### config.mk
export PLATFORM = sky130hd
export DESIGN_NAME = blit_regdec_flat
export DESIGN_NICKNAME = d
export VERILOG_FILES = /design/src/rtl/blit_regdec_if.sv /design/src/rtl/blit_regdec.sv /design/src/flat_wrapper.sv
export SDC_FILE = /design/constraint.sdc
export NUM_CORES = 1
export LEC_CHECK = 0
export BUFFER_PORTS_ARGS = -buffer_cell sky130_fd_sc_hd__buf_2
export CAP_MARGIN = 20
export CORE_UTILIZATION = 49
export DETAILED_ROUTE_END_ITERATION = 10
export GPL_TIMING_DRIVEN = 0
export PLACE_DENSITY = 0.9
export SETUP_SLACK_MARGIN = 0.5
export SYNTH_ARGS = -nofsm -noshare
export SYNTH_HDL_FRONTEND = slang
export SYNTH_SLANG_ARGS = --single-unit
### constraint.sdc
create_clock -name sys_clk -period 3 [get_ports sys_clk]
set_input_delay 0.6 -clock sys_clk [delete_from_list [all_inputs] [get_ports sys_clk]]
set_output_delay 0.6 -clock sys_clk [all_outputs]
set_load 0.02 [all_outputs]
### src/rtl/blit_regdec_if.sv
// rtl/blit_regdec_if.sv - GPU programming port and strobe bundle for the blitter register decoder.
interface blit_regdec_if #(
  parameter int NREGS = 32
);
  logic [23:0]      gpu_addr;
  logic             gpu_memw;
  logic             gpu_memr;
  logic             bliten;
  logic             blit_busy;
  logic [NREGS-1:0] ext_ld;
  logic [NREGS-1:0] ld;
  logic [NREGS-1:0] rd;
  logic             gpu_ack;
  logic             gpu_wait;
  logic             err;

  modport master (
    output gpu_addr, gpu_memw, gpu_memr, bliten, blit_busy, ext_ld,
    input  ld, rd, gpu_ack, gpu_wait, err
  );

  modport slave (
    input  gpu_addr, gpu_memw, gpu_memr, bliten, blit_busy, ext_ld,
    output ld, rd, gpu_ack, gpu_wait, err
  );
endinterface

### src/rtl/blit_regdec.sv
// rtl/blit_regdec.sv - windowed GPU register decoder with busy hold-off and registered one-hot strobes.
module blit_regdec #(
  parameter logic [23:0]      BASE_ADDR = 24'hF02200,
  parameter int               NREGS     = 32,
  parameter int               ADDR_LSB  = 2,
  parameter logic [NREGS-1:0] HOLD_MASK = 32'h0000_4000
) (
  input  logic          sys_clk,
  input  logic          reset,
  blit_regdec_if.slave  bus
);

  localparam int IDX_W      = $clog2(NREGS);
  localparam int TAG_LSB    = ADDR_LSB + IDX_W;
  localparam int STATUS_IDX = 14;

  typedef enum logic [1:0] {IDLE, HOLD, STROBE, DONE} state_e;

  state_e           state_q, state_d;
  logic [IDX_W-1:0] idx_q, idx_d;
  logic             wr_q, wr_d;
  logic [NREGS-1:0] ld_q, ld_d;
  logic [NREGS-1:0] rd_q, rd_d;
  logic             ack_q, ack_d;
  logic             wait_q, wait_d;
  logic             err_q, err_d;

  logic [IDX_W-1:0] addr_idx;
  logic             hit;
  logic [NREGS-1:0] onehot;
  logic             strobe_d;

  assign addr_idx = bus.gpu_addr[ADDR_LSB +: IDX_W];
  assign hit = bus.bliten
             && (bus.gpu_addr[23:TAG_LSB] == BASE_ADDR[23:TAG_LSB])
             && ({{(32-IDX_W){1'b0}}, addr_idx} < 32'(NREGS));

  always_comb begin
    state_d = state_q;
    idx_d   = idx_q;
    wr_d    = wr_q;
    err_d   = err_q;
    case (state_q)
      IDLE: begin
        // Write wins when both request lines are high.
        if (bus.gpu_memw) begin
          if (hit) begin
            idx_d   = addr_idx;
            wr_d    = 1'b1;
            state_d = (!bus.blit_busy || HOLD_MASK[addr_idx]) ? STROBE : HOLD;
          end
        end else if (bus.gpu_memr && hit) begin
          idx_d   = addr_idx;
          wr_d    = 1'b0;
          state_d = STROBE;
        end
      end
      HOLD: begin
        if (!bus.bliten || !bus.gpu_memw) begin
          state_d = IDLE;
          err_d   = 1'b1;
        end else if (!bus.blit_busy) begin
          state_d = STROBE;
        end
      end
      STROBE: state_d = DONE;
      DONE: begin
        if (!bus.gpu_memw && !bus.gpu_memr) state_d = IDLE;
      end
      default: state_d = IDLE;
    endcase

    onehot        = '0;
    onehot[idx_d] = 1'b1;
    strobe_d      = (state_d == STROBE);
    ld_d          = ((strobe_d && wr_d) ? onehot : '0) | bus.ext_ld;
    rd_d          = (strobe_d && !wr_d) ? onehot : '0;
    ack_d         = strobe_d;
    wait_d        = (state_d == HOLD);
    // A status read acknowledges a previously aborted held write.
    if (strobe_d && !wr_d && ({{(32-IDX_W){1'b0}}, idx_d} == 32'(STATUS_IDX))) err_d = 1'b0;
  end

  always_ff @(posedge sys_clk or posedge reset) begin
    if (reset) begin
      state_q <= IDLE;
      idx_q   <= '0;
      wr_q    <= 1'b0;
      ld_q    <= '0;
      rd_q    <= '0;
      ack_q   <= 1'b0;
      wait_q  <= 1'b0;
      err_q   <= 1'b0;
    end else begin
      state_q <= state_d;
      idx_q   <= idx_d;
      wr_q    <= wr_d;
      ld_q    <= ld_d;
      rd_q    <= rd_d;
      ack_q   <= ack_d;
      wait_q  <= wait_d;
      err_q   <= err_d;
    end
  end

  assign bus.ld       = ld_q;
  assign bus.rd       = rd_q;
  assign bus.gpu_ack  = ack_q;
  assign bus.gpu_wait = wait_q;
  assign bus.err      = err_q;

endmodule

### src/flat_wrapper.sv
// flat-port wrapper written by rule: the top's interface ports become plain ports
module blit_regdec_flat 
#(
  parameter logic [23:0]      BASE_ADDR = 24'hF02200,
  parameter int               NREGS     = 32,
  parameter int               ADDR_LSB  = 2,
  parameter logic [NREGS-1:0] HOLD_MASK = 32'h0000_4000
)
  (sys_clk, reset, bus_gpu_addr, bus_gpu_memw, bus_gpu_memr, bus_bliten, bus_blit_busy, bus_ext_ld, bus_ld, bus_rd, bus_gpu_ack, bus_gpu_wait, bus_err);
  blit_regdec_if #(.NREGS(NREGS)) bus_i ();
  input  logic sys_clk;
  input  logic reset;
  input wire logic [$bits(bus_i.gpu_addr)-1:0] bus_gpu_addr;
  input wire logic [$bits(bus_i.gpu_memw)-1:0] bus_gpu_memw;
  input wire logic [$bits(bus_i.gpu_memr)-1:0] bus_gpu_memr;
  input wire logic [$bits(bus_i.bliten)-1:0] bus_bliten;
  input wire logic [$bits(bus_i.blit_busy)-1:0] bus_blit_busy;
  input wire logic [$bits(bus_i.ext_ld)-1:0] bus_ext_ld;
  output wire logic [$bits(bus_i.ld)-1:0] bus_ld;
  output wire logic [$bits(bus_i.rd)-1:0] bus_rd;
  output wire logic [$bits(bus_i.gpu_ack)-1:0] bus_gpu_ack;
  output wire logic [$bits(bus_i.gpu_wait)-1:0] bus_gpu_wait;
  output wire logic [$bits(bus_i.err)-1:0] bus_err;
  assign bus_i.gpu_addr = bus_gpu_addr;
  assign bus_i.gpu_memw = bus_gpu_memw;
  assign bus_i.gpu_memr = bus_gpu_memr;
  assign bus_i.bliten = bus_bliten;
  assign bus_i.blit_busy = bus_blit_busy;
  assign bus_i.ext_ld = bus_ext_ld;
  assign bus_ld = bus_i.ld;
  assign bus_rd = bus_i.rd;
  assign bus_gpu_ack = bus_i.gpu_ack;
  assign bus_gpu_wait = bus_i.gpu_wait;
  assign bus_err = bus_i.err;
  blit_regdec #(.BASE_ADDR(BASE_ADDR), .NREGS(NREGS), .ADDR_LSB(ADDR_LSB), .HOLD_MASK(HOLD_MASK)) u_core (.sys_clk(sys_clk), .reset(reset), .bus(bus_i));
endmodule
* Word level (Yosys, flattened, before mapping)
Memories as Yosys holds them, arrays and structs flattened. Index checks and enable logic that the tools add are counted.
Storage, ports and cells: logic and storage cells 62, memories kept 1, output and inout port bits 67, bits of input ports 62, register bits 75, memory bits (read-only) 32
Memory list:
- (no name shown) | words 32, width 1, read ports 1, clocked after Yosys merged registers in 0, write ports 0, RTL line blit_regdec.sv:50 | state_d = (!bus.blit_busy || HOLD_MASK[addr_idx]) ? STROBE : HOLD;
Operators by class: eq/ne operators 7, multiplexer cells 24, bitwise operators 1, reduce and logical (&&, ||, !) cells 18, order comparisons 3
Operators with widths (count):
- 2-to-1 mux 32 bit | 2
- OR 32 bit | 1
- 2-to-1 mux 5 bit | 4
- == test 17 bit, second input constant | 1
- 2-to-1 mux 2 bit | 7
- < comparator 5 x 6 -> 1 bit, second input constant | 2
- 2-to-1 mux 1 bit | 9
- one-hot mux 2 bit (4 select lines) | 1
- logical AND 1 bit | 7
- == test 2 bit, second input constant | 3
- demux 1 bit (select 5 bit) | 1
- == test 5 x 4 -> 1 bit, second input constant | 1
- greater-or-equal comparator 5 x 1 -> 1 bit, second input constant | 1
- logical NOT 1 bit | 5
- == test 2 x 1 -> 1 bit, second input constant | 2
- nonzero test 2 bit | 2
- logical NOT 2 bit | 1
- logical OR 1 bit | 2
- AND reduction 2 bit | 1

* Logic depth before layout (Yosys ltp)
Gate-level depths: netlist of run 1.
depth in word-level cells 12, mapped depth 8

* Worst setup path before layout of run 1
Ideal clock, no wire load.
path type in2reg, start point input port bus_gpu_addr[12], end point register u_core.rd_q[24] (netlist: u_core.bus.rd[24]), setup time 139 ps, path buffers 2, setup slack 865 ps, data arrival time 1996 ps, stages 7, path through nor4b_2 > and3_1 > clkbuf_1 > a21oi_1 > nor3_2 > buf_2 > nor3_1
On the way: longest elaborated chain between the ends 11, elaborated cells between the ends (all ways) 24, classes of those cells order compare (2); eq/ne (2); mux (15); reduce/logical (5)
Ends and longest elaborated chain:
- start, declared | RTL line flat_wrapper.sv:13 | input wire logic [$bits(bus_i.gpu_addr)-1:0] bus_gpu_addr;
- == test 17 bit * | RTL line blit_regdec.sv:35 | && (bus.gpu_addr[23:TAG_LSB] == BASE_ADDR[23:TAG_LSB])
- logical AND 1 bit * | RTL line blit_regdec.sv:35
- logical AND 1 bit | RTL line blit_regdec.sv:52 | end else if (bus.gpu_memr && hit) begin
- 2-to-1 mux 5 bit | RTL line blit_regdec.sv:52
- 2-to-1 mux 5 bit | RTL line blit_regdec.sv:46 | if (bus.gpu_memw) begin
- 2-to-1 mux 5 bit | RTL line blit_regdec.sv:43 | case (state_q)
- < comparator 5 x 6 -> 1 bit (implied by the code) / greater-or-equal comparator 5 x 1 -> 1 bit (equally long branches) | RTL line blit_regdec.sv:74 | onehot[idx_d] = 1'b1;
- logical AND 1 bit (implied by the code) | RTL line blit_regdec.sv:74
- 2-to-1 mux 1 bit (implied by the code) | RTL line blit_regdec.sv:74
- demux 1 bit (select 5 bit)
- 2-to-1 mux 32 bit * | RTL line blit_regdec.sv:77 | rd_d = (strobe_d && !wr_d) ? onehot : '0;
- via u_core.rd_d[24] | RTL line blit_regdec.sv:23 | logic [NREGS-1:0] rd_q, rd_d;
- end signal, assigned | RTL line blit_regdec.sv:99 | rd_q <= rd_d;
- end, declared | RTL line blit_regdec.sv:23
The timed path passes the listed nets; every way through them passes the cells marked *. A chain may end at the register's enable or synchronous reset.

* Worst setup path in the final report of run 1
start point input port bus_gpu_addr[12], end point register u_core.ld_q[26] (netlist: u_core.bus.ld[26])
On the way: longest elaborated chain between the ends 12, elaborated cells between the ends (all ways) 24, classes of those cells order compare (2); eq/ne (2); mux (15); bitwise (1); reduce/logical (4)
Ends and longest elaborated chain:
- == test 17 bit * | RTL line blit_regdec.sv:35
- logical AND 1 bit * | RTL line blit_regdec.sv:35
- logical AND 1 bit | RTL line blit_regdec.sv:52
- 2-to-1 mux 5 bit | RTL line blit_regdec.sv:52
- 2-to-1 mux 5 bit | RTL line blit_regdec.sv:46
- 2-to-1 mux 5 bit | RTL line blit_regdec.sv:43
- < comparator 5 x 6 -> 1 bit (implied by the code) / greater-or-equal comparator 5 x 1 -> 1 bit (equally long branches) | RTL line blit_regdec.sv:74
- logical AND 1 bit (implied by the code) | RTL line blit_regdec.sv:74
- 2-to-1 mux 1 bit (implied by the code) | RTL line blit_regdec.sv:74
- demux 1 bit (select 5 bit)
- 2-to-1 mux 32 bit * | RTL line blit_regdec.sv:76 | ld_d = ((strobe_d && wr_d) ? onehot : '0) | bus.ext_ld;
- OR 32 bit * | RTL line blit_regdec.sv:76
- via u_core.ld_d[26] | RTL line blit_regdec.sv:22 | logic [NREGS-1:0] ld_q, ld_d;
- end signal, assigned | RTL line blit_regdec.sv:98 | ld_q <= ld_d;
- end, declared | RTL line blit_regdec.sv:22
Marks and branches as above.

==> summary.md, run 1 <==
| Metric | Value |
|---|---|
| Status | `finished with violations` |
| Failing checks | `DRC` |
| Clock share of power | `32.0%` |
| H-Tree Level Count | `3` |
| Register share of total power | `47.9%` |
| Grt ovf | `0` |
| Share of the synthesized area in the top cell type | `56.5%` |
| Mapped Area | `0.00332 mm²` |
| Max_cap viols | `0` |
| Reg area | `0.00188 mm²` |
| Reg-to-Reg End | `u_core.bus.ld[26]` |
| Tmin final | `2.39 ns` |
| ANT nets after route | `0` |
| DR iter-0 viols | `197` |
| Unique masters post-synth | `52` |
| Fillers | `535` |
| Post-synth ARST share | `100%` |
| Hpwl dp | `6320 µm` |
| # setup viols final | `0` |
| First-pass GRT wire length | `14300 µm` |
| Synth Warn # | `0` |
| Period utilization | `79.6%` |
| Clock transition at path regs | `0.09 ns` |
| CTS tree | `built` |
| Slew Viols, Final | `0` |
| Synthesized flop and latch total | `75` |
| Synth top cells by count | `75 x dfrtp_1, 40 x nor3_1, 25 x a21o_1` |
| Nature of the critical path endpoint | `register` |
| CP max-delay cell | `a211oi_1` |
| Layout cells sized above 1 | `40.8%` |
| Horiz. Die Dim | `84.3 µm` |
| Sequential share of the synthesized area | `56.5%` |
| Flop-to-flop setup slack | `0.67 ns` |
| Ranking of synthesized cells by area | `dfrtp_1 57%, nor3_1 6.0%, a21o_1 5.7%` |
| RSZ-0062 raised after global routing | `no` |
| Post-CTS Resized | `1` |
| Top FF cell, synth | `dfrtp_1` |
| Req. time, crit path | `3.29 ns` |
| Final GP Congestion | `0.936` |
| R2R cell count | `6` |
| EDFF count, synth | `0` |
| Switch Pwr | `720 µW` |
| Mapped Cells | `296` |
| Switching share of total power | `31.9%` |
| DRC | `13` |
| Critical Path Max Stage Delay | `0.74 ns` |
| Slew HR | `43.4%` |
| Origin of the critical flop-to-flop path | `u_core.state_q[1]` |
| Syn Area/Cell | `11.2 µm²` |
| Hold Fails Final Rpt | `0` |
| Hold Crit Class | `in2async` |
| Gr usage total | `26.2%` |
| Skew-Pair Late Insertion Delay | `0.35 ns` |
| Drt wl/cell | `16.8 µm` |
| DR vias | `2928` |
| Crit path launch type | `primary input` |
| Number of antenna diodes | `0` |
| Std cell rows | `29` |
| Syn_nets | `358` |
| Most numerous cell in the Yosys netlist | `dfrtp_1` |
| Initial antenna violation count | `0` |
| Pin count of the biggest net entering global routing | `47` |
| Pre-antenna DRT Iters | `8` |
| CTS max path bufs | `2` |
| Layout net count | `496` |
| DIE AREA | `0.00711 mm²` |
| Port bufs | `126` |
| Worst IR drop on VDD | `0.324 mV` |
| Core region area | `0.00646 mm²` |
| Area grow syn2layout | `29.6%` |
| Routed WL | `8690 µm` |
| Die height | `84.3 µm` |
| Post-CTS setup buffers | `0` |
| Root buf cell | `clkbuf_8` |
| Via density per instance | `5.67` |
| Post-Route Setup TNS | `0 ns` |
| Vias in the first global route | `2996` |
| # IOs | `129` |
| Power density cells | `524 mW/mm²` |
| Final Power | `2.26 mW` |
| Internal Power | `1.54 mW` |
| Initial Utilization | `51.4%` |
| Critical path arrival | `2.68 ns` |
| Crit path max fanout | `10` |
| Leak | `2.22 nW` |
| Worst path most repeated cell | `buf_2` |
| Part of the power in combinational logic | `20.0%` |
| Worst Skew | `0.0121 ns` |
| CTS Buf Count | `9` |
| Worst Tran Pin Value | `0.844 ns` |
| Critical path class | `in2reg` |
| Area leader, netlist | `dfrtp_1` |
| FMAX | `419 MHz` |
| # hold bufs at CTS | `0` |
| # clock sinks | `75` |
| CP cell instances | `buf_2 -> nor4b_1 -> and3_1 -> buf_2 -> nand3_1 -> a211oi_1 -> a21o_1` |
| Area of the multi-input gates | `0.00135 mm²` |
[layer usage]
metal	part of all wire (%)	global-route usage [%]
met4	2.7	13.3
met5	0	0
met2	50	43.2
met1	40	32.2
met3	7.5	6.29
[worst max-delay path by stage]
| stage | startpoint | to | slack, ns | cells after the start |
|---|---|---|---|---|
| 2_1_floorplan | bus_gpu_addr[12] | u_core.bus.rd[24] | 0.87 | 7 |
| 3_3_place_gp | bus_gpu_addr[12] | u_core.bus.ld[28] | 0.17 | 7 |
| 3_5_place_dp | bus_gpu_addr[12] | u_core.bus.ld[28] | 0.12 | 7 |
| 4_1_cts | u_core.state_q[1] | u_core.bus.ld[31] | 0.53 | 7 |
| 5_1_grt | bus_gpu_addr[12] | u_core.bus.ld[22] | 0.51 | 8 |
| 6_report | bus_gpu_addr[12] | u_core.bus.ld[26] | 0.61 | 7 |
[power by group through the flow]
| stage | Combinational, mW | Sequential [mW] | Clock (mW) |
|---|---|---|---|
| after CTS | 0.428 | 1.08 | 0.728 |
| after global placement | 0.408 | 1.10 | 0 |
| final | 0.452 | 1.08 | 0.723 |
| after floorplan | 0.221 | 1.15 | 0 |
| after global routing | 0.492 | 1.09 | 0.765 |
| after detailed placement | 0.422 | 1.10 | 0 |
[cell usage in the layout, fill, tap and decap left out, types with 3 or more instances in the layout]
| cell type | synthesis | layout |
|---|---|---|
| a211oi_2 | 0 | 4 |
| a21o_1 | 25 | 25 |
| a21oi_1 | 3 | 3 |
| a22oi_1 | 5 | 5 |
| and2_1 | 6 | 6 |
| and3_1 | 11 | 11 |
| and4_1 | 3 | 3 |
| buf_2 | 6 | 132 |
| clkbuf_1 | 7 | 5 |
| clkbuf_8 | 0 | 9 |
| clkinvlp_4 | 0 | 3 |
| dfrtp_1 | 75 | 75 |
| inv_1 | 13 | 12 |
| mux2_2 | 4 | 4 |
| nand2_1 | 8 | 7 |
| nand2b_1 | 4 | 4 |
| nand3_1 | 6 | 6 |
| nand4_1 | 3 | 3 |
| nor2_1 | 10 | 10 |
| nor2b_1 | 4 | 4 |
| nor3_1 | 40 | 39 |
| nor3_2 | 2 | 3 |
| o21ai_0 | 9 | 9 |
| o21ai_1 | 4 | 4 |
| o41ai_1 | 6 | 5 |
| o41ai_2 | 4 | 4 |
[registers in the layout, indices dropped and copies added, names as in the netlist]
register             count
u_core.bus.ld           32
u_core.bus.rd           32
u_core.idx_q             5
u_core.state_q           2
u_core.bus.err           1
u_core.bus.gpu_ack       1
u_core.bus.gpu_wait      1
u_core.wr_q              1
[cell families (layout without fill, tap and decap cells)]
family,after synthesis,count (layout),synth area share (%)
buffers and inverters,29,172,4.07
multiplexers,4,4,1.36
flip-flops,75,75,56.5
AND/OR/NAND/NOR,117,117,21.3
AO/OA/AOI/OAI,71,71,16.8
[layout make-up]
type                    instances  area share (%)
flip-flops and latches         75            43.6
clock inverters                 7            1.40
well taps                      77            2.24
multi-input cells             192            31.5
plain buffers                  16            2.06
inverters                      13            1.22
repair buffers                127            15.1
clock buffers                   9            2.88
[stage by stage]
| stage | util, % | cells | area (µm²) | setup slack (ns) | hold slack [ns] |
|---|---|---|---|---|---|
| finish | 66.6 | 516 | 4300 | 0.613 | 0.330 |
| detailed placement | 63.0 | 500 | 4070 | 0.125 | 0.513 |
| CTS | 65.9 | 516 | 4260 | 0.527 | 0.351 |
| floorplan | - | 296 | 3320 | 0.865 | 0.540 |
| global placement | 62.7 | 499 | 4050 | 0.167 | 0.506 |
| global route | 66.6 | 516 | 4300 | 0.515 | 0.391 |
[worst max-delay path: cells and delay by family]
| kind | cells | cell delay (ns) |
|---|---|---|
| buf+inv | 2 | 0.40 |
| compound gates | 2 | 0.95 |
| simple gates | 3 | 0.74 |
No activity file was read; power rests on OpenSTA's default activity.
==> inputs of run 2 (changes only) <==
- ABC_AREA: default -> 1
- CORE_UTILIZATION: 49 -> 44
- PLACE_DENSITY: 0.9 -> 0.86
- clock period: 3 -> 2.15 ns (I/O delays scaled with it)
==> run 2 against run 1 <==
Against the previous run: the run now ends clean; clock skew down 0.0039 ns; sequential power up 42%; wire length up 4.9%; cell count up 24%; non-clock buffer count up 20; combinational power up 130%; setup slack worse by 0.29 ns; critical path depth up 3; count of clock-buffer cells in the layout up 3; hold slack worse by 0.26 ns; register-to-register slack worse by 0.34 ns; final area up 18%; highest routed layer unchanged.
==> summary.md, run 2 <==
| Metric | Value |
|---|---|
| Initial antenna violation count | `0 (unchanged)` |
| Via density per instance | `4.71 (-17%)` |
| Switching share of total power | `32.8% (+0.83 points)` |
| Worst path bufs/invs | `4 (+2)` |
| CP cell instances | `nor2_4 -> buf_12 -> o211ai_4 -> o21ai_4 -> inv_2 -> nand2_4 -> inv_4 -> buf_6 -> nand3_2 -> nand2_1` |
| Layout net count | `596 (+20%)` |
| Fillers | `531 (-0.75%)` |
| Syn Area/Cell | `8.99 µm² (-20%)` |
| Post-route design area | `0.00509 mm² (+18%)` |
| Core region area | `0.00725 mm² (+12%)` |
| Period utilization | `84.8%` |
| DR vias | `3008 (+2.7%)` |
| Synth Warn # | `0 (unchanged)` |
| CP max-delay cell | `dfrtp_1` |
| Grt ovf | `0 (unchanged)` |
| Flop-to-flop setup slack | `0.33 ns (-0.34 ns)` |
| EDFF count, synth | `0 (unchanged)` |
| Nature of the critical path endpoint | `register` |
| Hold Crit Class | `in2async` |
| Sequential share of the synthesized area | `56.9% (+0.32 points)` |
| Final GP Congestion | `0.845 (-9.7%)` |
| Initial Utilization | `45.5% (-5.9 points)` |
| Largest family of logic cells by synthesized area | `simple AND/OR/NAND/NOR gates` |
| Status | `finished clean` |
| DR iter-0 viols | `95 (-52%)` |
| Slew HR | `71.2% (+28 points)` |
| Max_cap viols | `0 (unchanged)` |
| Switch Pwr | `1.17 mW (+62%)` |
| CTS Buf Count | `9 (unchanged)` |
| Drt wl/cell | `14.3 µm (-15%)` |
| Part of the power in combinational logic | `29.7% (+9.7 points)` |
| Syn_nets | `429 (+20%)` |
| Simple-gate share of the synthesized area | `28.7% (+7.5 points)` |
| RSZ-0062 raised after global routing | `yes` |
| Critical path arrival | `2.07 ns (-0.61 ns)` |
| DP Cell Count | `593 (+19%)` |
| # setup viols final | `0 (unchanged)` |
| Area leader, netlist | `dfrtp_1` |
| Register share of total power | `42.8% (-5.1 points)` |
| Internal Power | `2.40 mW (+56%)` |
| Worst Skew | `0.00818 ns (-0.00389 ns)` |
| Origin of the critical flop-to-flop path | `u_core.state_q[0]` |
| Post-synth ARST share | `100% (unchanged)` |
| ANT nets after route | `0 (unchanged)` |
| Power density cells | `700 mW/mm² (+33%)` |
| Tmin final | `1.82 ns` |
| Ranking of synthesized cells by area | `dfrtp_1 57%, nand2_1 10%, inv_1 7.1%` |
| Pre-antenna DRT Iters | `4 (-4)` |
| Reg area | `0.00188 mm² (about the same)` |
| Reg-to-Reg End | `u_core.bus.ld[1]` |
| First-pass GRT wire length | `13300 µm (-7.2%)` |
| Post-layout util | `70.2% (+3.6 points)` |
| Unique masters post-synth | `29 (-44%)` |
| Leak | `2.62 nW (+18%)` |
| Pin count of the biggest net entering global routing | `32 (-32%)` |
| Slew Viols, Final | `0 (unchanged)` |
| Mapped Area | `0.00330 mm² (-0.57%)` |
| Compound-Gate Fraction of Synth Area | `4.09% (-13 points)` |
| CTS max path bufs | `2 (unchanged)` |
| Final Power | `3.57 mW (+58%)` |
| Crit path max fanout | `6 (-4)` |
| Std cell rows | `31 (+6.9%)` |
| Critical Path Max Stage Delay | `0.43 ns (-0.31 ns)` |
| CP top delay family | `compound AO/OA/AOI/OAI gates` |
| Root buf cell | `clkbuf_8` |
| Crit path launch type | `register` |
| Req. time, crit path | `2.40 ns (-0.89 ns)` |
| Most numerous cell in the Yosys netlist | `nand2_1` |
| Post-Route Setup TNS | `0 ns (unchanged)` |
| Area grow syn2layout | `54.4%` |
| Worst IR drop on VDD | `0.427 mV (+32%)` |
| Commonest non-fill, non-tap cell in the layout | `buf_2` |
| H-Tree Level Count | `3 (unchanged)` |
| Layout cells sized above 1 | `55.8% (+15 points)` |
| Hpwl dp | `5700 µm (-9.8%)` |
| Synth Area in XOR/XNOR | `0% (unchanged)` |
| Vias in the first global route | `2855 (-4.7%)` |
| CTS tree | `built` |
| Routed WL | `9120 µm (+4.9%)` |
| DRC | `0 (-13)` |
| Adder-cell share of the synthesized area | `0% (unchanged)` |
| Port bufs | `125 (-0.79%)` |
| Hold Fails Final Rpt | `0 (unchanged)` |
| Dpl cell area | `0.00425 mm² (+4.3%)` |
| Synthesized flop and latch total | `75 (unchanged)` |
| # IOs | `129 (unchanged)` |
| # hold bufs at CTS | `0 (unchanged)` |
| Mapped Cells | `367 (+24%)` |
| Mux share of post-synthesis cell area | `0% (-1.4 points)` |
| DIE AREA | `0.00785 mm² (+10%)` |
| R2R cell count | `10 (+4)` |
| Die height | `88.6 µm (+5.1%)` |
| Skew-Pair Late Insertion Delay | `0.35 ns (about the same)` |
| Number of antenna diodes | `0 (unchanged)` |
| Clock share of power | `27.4% (-4.6 points)` |
| Synth top cells by count | `89 x nand2_1, 75 x dfrtp_1, 62 x inv_1` |
| Final std cells w/o fill | `638 (+24%)` |
| Gr usage total | `22.6% (-3.5 points)` |
| Critical path class | `reg2reg` |
| Top FF cell, synth | `dfrtp_1` |
| Area of the multi-input gates | `0.00147 mm² (+8.3%)` |
| FMAX | `549 MHz` |
| # clock sinks | `75 (unchanged)` |
| Horiz. Die Dim | `88.6 µm (+5.1%)` |
| Most frequent cells in the layout | `123 x buf_2, 74 x dfrtp_1, 67 x nand2_1, 50 x inv_1, 24 x nor2_1` |
| Share of the synthesized area in the top cell type | `56.9% (+0.32 points)` |
| Clock transition at path regs | `0.08 ns (about the same)` |
| Worst Tran Pin Value | `0.432 ns (-0.412 ns)` |
run 2: worst max path at each step:
stage / from / to / slack, ns / depth (start not counted)
6_report: u_core.state_q[0] / u_core.bus.ld[1] / 0.33 / 10
2_1_floorplan: bus_gpu_addr[18] / u_core.bus.ld[29] / 0.37 / 13
3_3_place_gp: bus_gpu_addr[18] / u_core.bus.err / 0.0005 / 13
5_1_grt: bus_gpu_addr[15] / u_core.bus.rd[14] / 0.23 / 16
3_5_place_dp: bus_gpu_addr[18] / u_core.bus.ld[30] / -0.08 / 13
4_1_cts: u_core.state_q[0] / u_core.bus.ld[31] / 0.45 / 9
run 2: power groups by stage:
stage	Sequential, mW	Combinational [mW]	Clock (mW)
detailed placement	1.55	0.730	0
finish	1.53	1.06	0.978
global route	1.54	1.14	1.05
CTS	1.52	0.862	0.987
floorplan	1.62	0.441	0
global placement	1.55	0.698	0
run 2: what timing repair did:
action	in CTS	in global routing
pin swaps	34	29
buffers inserted	14	10
resized for setup	53	52
endpoints found under the setup margin	65	66
gates cloned	2	3
run 2: logic make-up (layout without fill, tap and decap cells):
logic type	after synthesis	count (layout)
AND/OR/NAND/NOR	197	197
flip-flops	75	75
buffers and inverters	80	252
AO/OA/AOI/OAI	15	15
run 2: metrics by stage:
| stage | hold WS, ns | setup WS, ns |
|---|---|---|
| finish | 0.0745 | 0.328 |
| CTS | 0.0804 | 0.447 |
| global route | 0.0939 | 0.234 |
| global placement | 0.524 | 0.000494 |
| floorplan | 0.504 | 0.369 |
| detailed placement | 0.458 | -0.0794 |
run 2: final cells by class:
cell class / count / area share, %
sequential: 75 / 36.9
multi-input combinational: 212 / 28.8
timing repair buffer: 155 / 20.0
inverter: 72 / 6.31
clock buffer: 12 / 2.85
tap: 99 / 2.43
buffer: 8 / 2.04
clock inverter: 4 / 0.516
timing repair inverter: 1 / 0.172
run 2: metal layers:
| layer | global-route usage (%) | up-vias | part of all wire [%] |
|---|---|---|---|
| met2 | 40.4 | 97 | 54 |
| met3 | 4.94 | 15 | 4.4 |
| met1 | 27.1 | 1457 | 40 |
| met5 | 0 | - | 0 |
| li1 | - | 1439 | - |
| met4 | 7.33 | 0 | 1.6 |
==> inputs of run 3 (changes only) <==
- CORE_UTILIZATION: 44 -> 49
- PLACE_DENSITY: 0.86 -> 0.9
- clock period: 2.15 -> 1.7 ns (I/O delays scaled with it)
==> run 3 against run 2 <==
Against the previous run: the flow now finishes with violations (DRC, setup timing); utilization rose by 12 points; via count rose by 7.6%; total power rose by 31%; final area rose by 4.2%; non-clock buffer count fell by 1; cell count fell by 4.1%; hold slack improved by 0.075 ns; first-iteration DRC count rose to 3.2 times the previous value; sequential power rose by 27%; die area fell by 10%; critical path depth did not move; flip-flop and latch count did not move; critical path type unchanged; largest cell class unchanged.
==> summary.md, run 3 (same netlist as run 2, synthesis figures left out) <==
| Metric | Value |
|---|---|
| Status | `finished with violations` |
| Failing checks | `DRC, setup timing` |
| Critical path class | `reg2reg` |
| Layout cells sized above 1 | `54.8% (-1.1 points)` |
| CTS max path bufs | `2 (unchanged)` |
| Reg-to-Reg End | `u_core.bus.rd[20]` |
| # setup viols final | `66 (+66)` |
| H-Tree Level Count | `3 (unchanged)` |
| Tmin final | `1.88 ns (+0.0603 ns)` |
| Origin of the critical flop-to-flop path | `u_core.state_q[1]` |
| Dpl cell area | `0.00415 mm² (-2.3%)` |
| Crit path launch type | `register` |
| Post-route design area | `0.00531 mm² (+4.2%)` |
| Leak | `2.61 nW (-0.52%)` |
| # IOs | `129 (unchanged)` |
| DR vias | `3238 (+7.6%)` |
| Crit path max fanout | `5 (-1)` |
| Std cell rows | `29 (-6.5%)` |
| Clock transition at path regs | `0.08 ns (about the same)` |
| Final WS setup | `-0.182 ns (-0.510 ns)` |
| DIE AREA | `0.00707 mm² (-10%)` |
| # clock sinks | `75 (unchanged)` |
| Final hold slack | `0.149 ns (+0.0745 ns)` |
| R2R cell count | `10 (unchanged)` |
| Nature of the critical path endpoint | `register` |
| DR iter-0 viols | `304 (+220%)` |
| Hpwl dp | `5550 µm (-2.6%)` |
| Initial antenna violation count | `0 (unchanged)` |
| Vias in the first global route | `3053 (+6.9%)` |
| First-pass GRT wire length | `13800 µm (+3.7%)` |
| Grt ovf | `0 (unchanged)` |
| Gr usage total | `25.0% (+2.4 points)` |
| Skew-Pair Late Insertion Delay | `0.34 ns (about the same)` |
| Port bufs | `125 (unchanged)` |
| Die height | `84.1 µm (-5.1%)` |
| Most frequent cells in the layout | `77 x nand2_1, 74 x dfrtp_1, 72 x buf_6, 63 x buf_2, 51 x inv_1` |
| Max_cap viols | `0 (unchanged)` |
| Final GP Congestion | `0.835 (-1.2%)` |
| Routed WL | `10700 µm (+17%)` |
| Slew HR | `46.1% (-25 points)` |
| Layout net count | `594 (-0.34%)` |
| CTS Buf Count | `9 (unchanged)` |
| Via density per instance | `5.29 (+12%)` |
| Pre-antenna DRT Iters | `10 (+6)` |
| Worst IR drop on VDD | `0.937 mV (+120%)` |
| Area grow syn2layout | `60.8%` |
| Worst Skew | `0.00501 ns (-0.00317 ns)` |
| RSZ-0062 raised after global routing | `yes` |
| CTS tree | `built` |
| Initial Utilization | `51.4% (+5.9 points)` |
| Period utilization | `111% (+26 points)` |
| Req. time, crit path | `1.97 ns (-0.43 ns)` |
| Critical path arrival | `2.16 ns (+0.09 ns)` |
| Fillers | `332 (-37%)` |
| ANT nets after route | `0 (unchanged)` |
| Number of antenna diodes | `0 (unchanged)` |
| Horiz. Die Dim | `84.1 µm (-5.1%)` |
| Flop-to-flop setup slack | `-0.18 ns (-0.51 ns)` |
| Slew Viols, Final | `0 (unchanged)` |
| Core region area | `0.00642 mm² (-11%)` |
| Hold Fails Final Rpt | `0 (unchanged)` |
| Pin count of the biggest net entering global routing | `41 (+28%)` |
| # hold bufs at CTS | `0 (unchanged)` |
| Hold Crit Class | `in2async` |
| Worst Tran Pin Value | `0.807 ns (+0.376 ns)` |
| Drt wl/cell | `17.5 µm (+22%)` |
| FMAX | `531 MHz (-3.2%)` |
| DRC | `16 (+16)` |
| Post-Route Setup TNS | `-8.09 ns (-8.09 ns)` |
| Power density cells | `884 mW/mm² (+26%)` |
| Commonest non-fill, non-tap cell in the layout | `nand2_1` |
| Root buf cell | `clkbuf_8` |
## run 3: worst max-delay path: stages, from the launching register on
cell and delay, ns:
dfrtp_2 0.43, nor2_4 0.18, nand4_1 0.22, nand2_1 0.15, nand2_1 0.08, nand2_2 0.10
nand3_4 0.12, nor2_4 0.16, inv_4 0.08, clkbuf_16 0.18, nor2_2 0.12
## run 3: worst max-delay path by stage
stage                       from                end  slack, ns  cells past startpoint
5_1_grt        u_core.state_q[1]   u_core.bus.rd[2]      -0.31                     10
3_5_place_dp    bus_gpu_addr[18]  u_core.bus.ld[23]      -0.42                     13
2_1_floorplan   bus_gpu_addr[18]  u_core.bus.ld[29]      0.009                     13
3_3_place_gp    bus_gpu_addr[18]  u_core.bus.ld[20]      -0.37                     12
4_1_cts        u_core.state_q[0]  u_core.bus.ld[27]      -0.02                      9
6_report       u_core.state_q[1]  u_core.bus.rd[20]      -0.18                     10
## run 3: stage by stage
| stage | setup WS (ns) | cells | total power [mW] | utilization [%] |
|---|---|---|---|---|
| 3_3_place_gp | -0.372 | 569 | 2.83 | 64.3 |
| 3_5_place_dp | -0.424 | 570 | 2.87 | 64.6 |
| 5_1_grt | -0.309 | 612 | 4.85 | 82.6 |
| 2_1_floorplan | 0.00876 | 367 | 2.60 | - |
| 6_report | -0.182 | 612 | 4.69 | 82.6 |
| 4_1_cts | -0.0185 | 602 | 4.31 | 76.3 |
## run 3: final cells by class
cell class	count	area, µm²	share of cell area, %
sequential	75	1880	35.4
inverter	72	319	6.01
timing repair buffer	154	1320	24.9
tap	77	96.3	1.82
buffer	8	91.3	1.72
multi-input combinational	212	1440	27.0
clock inverter	4	28.8	0.542
clock buffer	10	138	2.59
## run 3: repair_timing
| action | in CTS | in global routing |
|---|---|---|
| cloned | 3 | 1 |
| pin swaps | 15 | 30 |
| buffers inserted | 15 | 9 |
| endpoints found under the setup margin | 124 | 135 |
| gates resized for setup | 129 | 92 |
## run 3: per-layer routing
layer / track usage (%) / share of wire, % / up-vias / wire length, µm
li1: - / - / 1430 / -
met2: 45.0 / 54 / 187 / 5760
met4: 10.8 / 3.6 / 0 / 390
met3: 5.24 / 6.8 / 49 / 724
met1: 28.7 / 36 / 1572 / 3830
met5: 0 / 0 / - / 0
## run 3: report_power, final
part	total (mW)	switching, mW	internal (mW)
Sequential	1.94	0.0628	1.88
Combinational	1.53	0.865	0.669
Clock	1.21	0.661	0.553
Total	4.69	1.59	3.10
